**src/rtl/intr_timer_ctrl.sv**
```systemverilog
// intr_timer_ctrl: prescaled 32-bit machine timer and external interrupt detector feeding the core's t/e interrupts.
// Define INTR_TIMER_AUTORELOAD_EN to reload MTIME to 0 on every compare match (periodic timer).
module intr_timer_ctrl #(
    parameter int PRESCALE    = 4,
    parameter int SYNC_STAGES = 2
) (
    input  logic        clk,
    input  logic        reset,
    input  logic        wr_en,
    input  logic [1:0]  wr_addr,
    input  logic [31:0] wr_data,
    input  logic        rd_en,
    input  logic [1:0]  rd_addr,
    output logic [31:0] rd_data,
    input  logic        ext_irq_in,
    input  logic        t_ack,
    input  logic        e_ack,
    output logic        t_interrupt,
    output logic        e_interrupt
);
    localparam logic [15:0] PS_MAX = 16'(PRESCALE - 1);

    logic [31:0] mtime, mtimecmp, nxt, mtime_tick, rd_mux;
    logic [15:0] presc;
    logic [2:0]  ctrl;
    logic [SYNC_STAGES-1:0] sync_q;
    logic t_pending, e_pending, tick, match, sync, prev, e_set, t_clr, e_clr;
    logic wr_mtime, wr_cmp, wr_ctrl, wr_status;

    always_comb begin
        wr_mtime   = wr_en && wr_addr == 2'd0;
        wr_cmp     = wr_en && wr_addr == 2'd1;
        wr_ctrl    = wr_en && wr_addr == 2'd2;
        wr_status  = wr_en && wr_addr == 2'd3;
        tick       = ctrl[0] && presc == PS_MAX;
        nxt        = mtime + 32'd1;
        match      = tick && nxt == mtimecmp;
`ifdef INTR_TIMER_AUTORELOAD_EN
        mtime_tick = match ? 32'd0 : nxt;
`else
        mtime_tick = nxt;
`endif
        sync       = sync_q[SYNC_STAGES-1];
        // Edge mode only fires on the synchronized 0->1 transition; level mode fires every cycle
        e_set      = ctrl[1] && sync && (!ctrl[2] || !prev);
        t_clr      = t_ack || (wr_status && wr_data[0]);
        e_clr      = e_ack || (wr_status && wr_data[1]);
        rd_mux     = rd_addr == 2'd0 ? mtime :
                     rd_addr == 2'd1 ? mtimecmp :
                     rd_addr == 2'd2 ? {29'd0, ctrl} : {30'd0, e_pending, t_pending};
    end

    always_ff @(posedge clk or posedge reset) begin
        if (reset) begin
            mtime     <= '0;
            mtimecmp  <= '1;
            ctrl      <= '0;
            presc     <= '0;
            t_pending <= 1'b0;
            e_pending <= 1'b0;
            sync_q    <= '0;
            prev      <= 1'b0;
            rd_data   <= '0;
        end else begin
            presc     <= (wr_mtime || tick) ? 16'd0 : ctrl[0] ? presc + 16'd1 : presc;
            mtime     <= wr_mtime ? wr_data : tick ? mtime_tick : mtime;
            mtimecmp  <= wr_cmp ? wr_data : mtimecmp;
            ctrl      <= wr_ctrl ? wr_data[2:0] : ctrl;
            // A set in the same cycle as a clear wins
            t_pending <= match || (t_pending && !t_clr);
            e_pending <= e_set || (e_pending && !e_clr);
            sync_q    <= {sync_q[SYNC_STAGES-2:0], ext_irq_in};
            prev      <= sync;
            rd_data   <= rd_en ? rd_mux : rd_data;
        end
    end

    assign t_interrupt = t_pending;
    assign e_interrupt = e_pending;
endmodule

```
**config.mk**
```make
export PLATFORM = sky130hd
export DESIGN_NAME = intr_timer_ctrl
export DESIGN_NICKNAME = d
export VERILOG_FILES = /design/src/rtl/intr_timer_ctrl.sv
export SDC_FILE = /design/constraint.sdc
export NUM_CORES = 1
export LEC_CHECK = 0
export CORE_ASPECT_RATIO = 1.4
export CORE_MARGIN = 2
export CORE_UTILIZATION = 51
export CTS_CLUSTER_SIZE = 24
export DETAILED_ROUTE_END_ITERATION = 8
export GPL_ROUTABILITY_DRIVEN = 0
export PLACE_DENSITY_LB_ADDON = 0.15
export SETUP_SLACK_MARGIN = 0.15
export SYNTH_ARGS = -nofsm -noshare
export SYNTH_HDL_FRONTEND = slang
export SYNTH_SLANG_ARGS = --single-unit
```
**constraint.sdc**
```tcl
create_clock -name clk -period 4.1 [get_ports clk]
set_input_delay 0.82 -clock clk [delete_from_list [all_inputs] [get_ports clk]]
set_output_delay 0.82 -clock clk [all_outputs]
set_load 0.005 [all_outputs]
```
==> flow_results.org <==
** Power
- Power per Cell Area :: 506 nW/um^2
- In this run the static leakage power is 3.18 nW.
- Largest voltage drop on the vdd net :: 0.285 mV
- After layout, the design draws a total of 4.09 mW.

** Die
- Core Footprint :: 12800 sq um
- Die outline area :: 14000 sq um
- Height of the die :: 139 microns
- Width of the chip :: 100 microns
- For this configuration, the core starts out at a cell density of 0.519.
- After floorplanning, the core was divided into 49 placement rows.
- Pin placement for this block handled 77 I/O pins.

** GRT
- The number of antenna violations at the first check in global routing is 0.
- The number of global-route vias before repair is 5408.
- The first global-routing pass estimated 27000 microns of wire.
- Largest net degree at the start of global routing :: 44
- After global routing the overflow that remains totals 0.
- Total global routing track utilization :: 0.247

** CTS
- After clock tree synthesis, the clock-pin slew on the worst setup and hold paths is 0.06 ns.
- Post-CTS Repair Setup Buffers :: 0
- Num CTS Buffers :: 17
- Clock tree synthesis found a total of 120 sinks.
- The tree is rooted in a sky130_fd_sc_hd__clkbuf_16.
- Counting along the longest clock path gives a buffer depth of 2.
- Hold bufs inserted after CTS :: 0
- Clock latency on the worst-skew pair, taken at its later pin, is 0.41 ns.
- Clock H-tree levels :: 4
- Total of cells resized after clock tree synthesis :: 0
- TritonCTS built the clock tree.

** Synthesis
- The cell area that synthesis handed to floorplanning was 6650 sq um.
- Yosys mapped a number of flops with a built-in enable equal to 0.
- Post-synthesis cell count :: 671
- The biggest area contributor in the post-synthesis netlist is sky130_fd_sc_hd__dfrtp_1.
- Average cell area after synthesis :: 9.90 sq um
- Synth top area cells :: sky130_fd_sc_hd__dfrtp_1, sky130_fd_sc_hd__dfstp_2, sky130_fd_sc_hd__xnor2_1
- Leading cell types by count after synthesis :: sky130_fd_sc_hd__dfrtp_1, sky130_fd_sc_hd__nand2_1, sky130_fd_sc_hd__xnor2_1
- In the synthesized netlist the dominant register cell turns out to be sky130_fd_sc_hd__dfrtp_1.
- The number of nets handed over by synthesis was 716.
- Async S/R FF share, synth :: 1.00
- Count of state elements after synthesis :: 120
- Of the post-synthesis cell area, the dominant cell type holds 0.331.
- For this run, the register share of the synthesized area comes to 0.458.
- Synth unique cells :: 55
- The Yosys step of the flow raised 0 warnings.
- Library cell with the highest instance count after synthesis :: sky130_fd_sc_hd__dfrtp_1

** Final layout
- The number of antenna diodes in the final layout is 0.
- In the final design database the tool counted 770 nets.
- Area taken by flip-flops and latches :: 3040 sq um
- Ratio of cells with drive above 1 in the final layout :: 0.164
- The area growth from synthesis to layout is 21.4%.
- In the final layout, the multi-input gates occupy 3240 sq um.
- Filler instances :: 1079

** STA
- Of the available clock period, the critical path in the final layout requires 0.735.
- For the final routed database, the setup TNS stands at 0 ns.
- Transition at the pin with the smallest max-transition slack :: 0.959 ns
- Clock skew on the completed layout was measured at 0.00675 ns.
- Counting I/O delays and the setup requirement, the final critical path takes 3.01 ns.
- Fmax achieved :: 0.332 GHz
- Number of slew-limit violations in the final report :: 0
- The worst pin sits at a relative slew slack of 0.359.
- Setup repair after global routing missed its margin :: no
- The hold violation count in the final report was 0.
- Setup violations remaining at the end of the flow were counted as 0.

** Setup path
- Traced cell by cell, the critical path runs through nand4_2 > nor4_1 > nand4_1 > xnor2_1 > nor4_2 > o2111ai_1 > a2111o_1 > o21ai_2.
- STA classifies the critical path startpoint as a flip-flop.
- The worst setup path is of the reg2reg kind.
- The worst setup path is captured at a flip-flop.
- Arrival time reported for the critical path endpoint :: 3.36 ns
- The number of buffers and inverters on the critical path is 0.
- Slowest stage delay, CP :: 0.81 ns
- Along the worst path, the maximum fanout reaches 8.
- Broken down by cell family, the worst path's largest delay share belongs to simple AND/OR/NAND/NOR gates.
- Crit-path slowest cell :: sky130_fd_sc_hd__nor4_1
- For the worst setup path, the data required time is 4.44 ns.

** Placement
- Detailed placement ended at an HPWL of 11600 microns.
- Number of buffer cells added on primary ports :: 76

** Detailed routing
- Post-DR vias/cell :: 5.85
- In the routed design, unresolved DRC markers number 0.
- Wires add up to 16400 microns.
- Initial DRC Count :: 273
- Number of search-and-repair iterations in the first detailed-routing pass :: 5
- Detail Route Antenna Nets :: 0
- Detailed routing inserted a total of 5214 vias.
- Routed wire length per instance :: 18.4 microns

** Job
- Max-cap violation count :: 0

** Status
- Result of the run :: finished, final reports clean

** Worst hold path
- The min-delay analysis places its worst path in the category reg2reg.
-- state kept, by name, summed over array words and instances (netlist names) --
name,count
mtime,32
presc,16
rd_data,32
e_interrupt,1
ctrl,3
prev,1
t_interrupt,1
sync_q,2
mtimecmp,32
-- metrics by stage --
stage / hold WS (ns) / util / worst slack (ns) / instance area [sq um] / instances
floorplan: 0.331 / - / 1.64 / 6650 / 671
global placement: 0.364 / 0.583 / 1.36 / 7470 / 859
detailed placement: 0.375 / 0.583 / 1.19 / 7470 / 859
CTS: 0.403 / 0.630 / 1.15 / 8070 / 891
global route: 0.405 / 0.630 / 0.899 / 8070 / 891
finish: 0.401 / 0.630 / 1.09 / 8070 / 891
-- layout by cell type (no fill, tap or decap), types with 5 or more instances in the layout --
cell type                         count
sky130_fd_sc_hd__inv_1               36
sky130_fd_sc_hd__a21oi_1              7
sky130_fd_sc_hd__nand4_1             25
sky130_fd_sc_hd__o21ai_0             37
sky130_fd_sc_hd__mux2_2              38
sky130_fd_sc_hd__nand3b_1             6
sky130_fd_sc_hd__xnor2_1             49
sky130_fd_sc_hd__and2_1               5
sky130_fd_sc_hd__dfrtp_1             88
sky130_fd_sc_hd__nand2_1             61
sky130_fd_sc_hd__nor2_1              40
sky130_fd_sc_hd__nor3_1              14
sky130_fd_sc_hd__xor2_1              38
sky130_fd_sc_hd__buf_4                7
sky130_fd_sc_hd__mux2i_1             32
sky130_fd_sc_hd__clkbuf_16           17
sky130_fd_sc_hd__and4_1               8
sky130_fd_sc_hd__nand3_1             17
sky130_fd_sc_hd__dfstp_2             32
sky130_fd_sc_hd__nor4_1               9
sky130_fd_sc_hd__and3_1               5
sky130_fd_sc_hd__o22ai_1             30
sky130_fd_sc_hd__clkdlybuf4s50_1     75
-- final timing paths --
path / startpoint / to / slack [ns] / depth (start not counted)
worst min-delay path: sync_q[1]$_DFF_PP0_ / prev$_DFF_PP0_ / 0.40 / 0
worst min register to register: sync_q[1]$_DFF_PP0_ / prev$_DFF_PP0_ / 0.40 / 0
worst max register to register: mtime[3]$_DFFE_PP0N_ / t_interrupt$_DFF_PP0_ / 1.09 / 8
worst max-delay path: mtime[3]$_DFFE_PP0N_ / t_interrupt$_DFF_PP0_ / 1.09 / 8
min in group asynchronous: reset / rd_data[25]$_DFFE_PP0P_ / 0.96 / 2
max in group asynchronous: reset / mtimecmp[10]$_DFFE_PP1P_ / 2.36 / 3
-- cell families after synthesis --
kind of cell	after synthesis	synth area share
simple gates	210	0.164
compound gates	93	0.0845
mux	72	0.120
xor+xnor	87	0.115
flops	120	0.458
buf+inv	87	0.0552
fa+ha+maj	2	0.00377
-- metal layers --
layer	vias up	routed length, microns	global-route usage
met5	-	0	0
met4	0	438	0.0937
met3	42	609	0.0534
met2	154	8560	0.425
met1	2564	6810	0.299
li1	2454	-	-
-- area by class of cell --
| class | count | share of cell area |
|---|---|---|
| Clock buffer | 18 | 0.0532 |
| Clock inverter | 14 | 0.0217 |
| Inverter | 37 | 0.0177 |
| Multi-Input combinational cell | 464 | 0.402 |
| Sequential cell | 120 | 0.377 |
| Tap cell | 153 | 0.0237 |
| Timing Repair Buffer | 85 | 0.105 |
-- power by group --
| group | internal, mW | switching [mW] | leakage [nW] |
|---|---|---|---|
| sequential | 1.43 | 0.265 | 1.46 |
| clock | 0.959 | 0.560 | 0.287 |
| combinational | 0.463 | 0.411 | 1.43 |
| total | 2.85 | 1.24 | 3.18 |
Power figures use the tool's default switching activity.
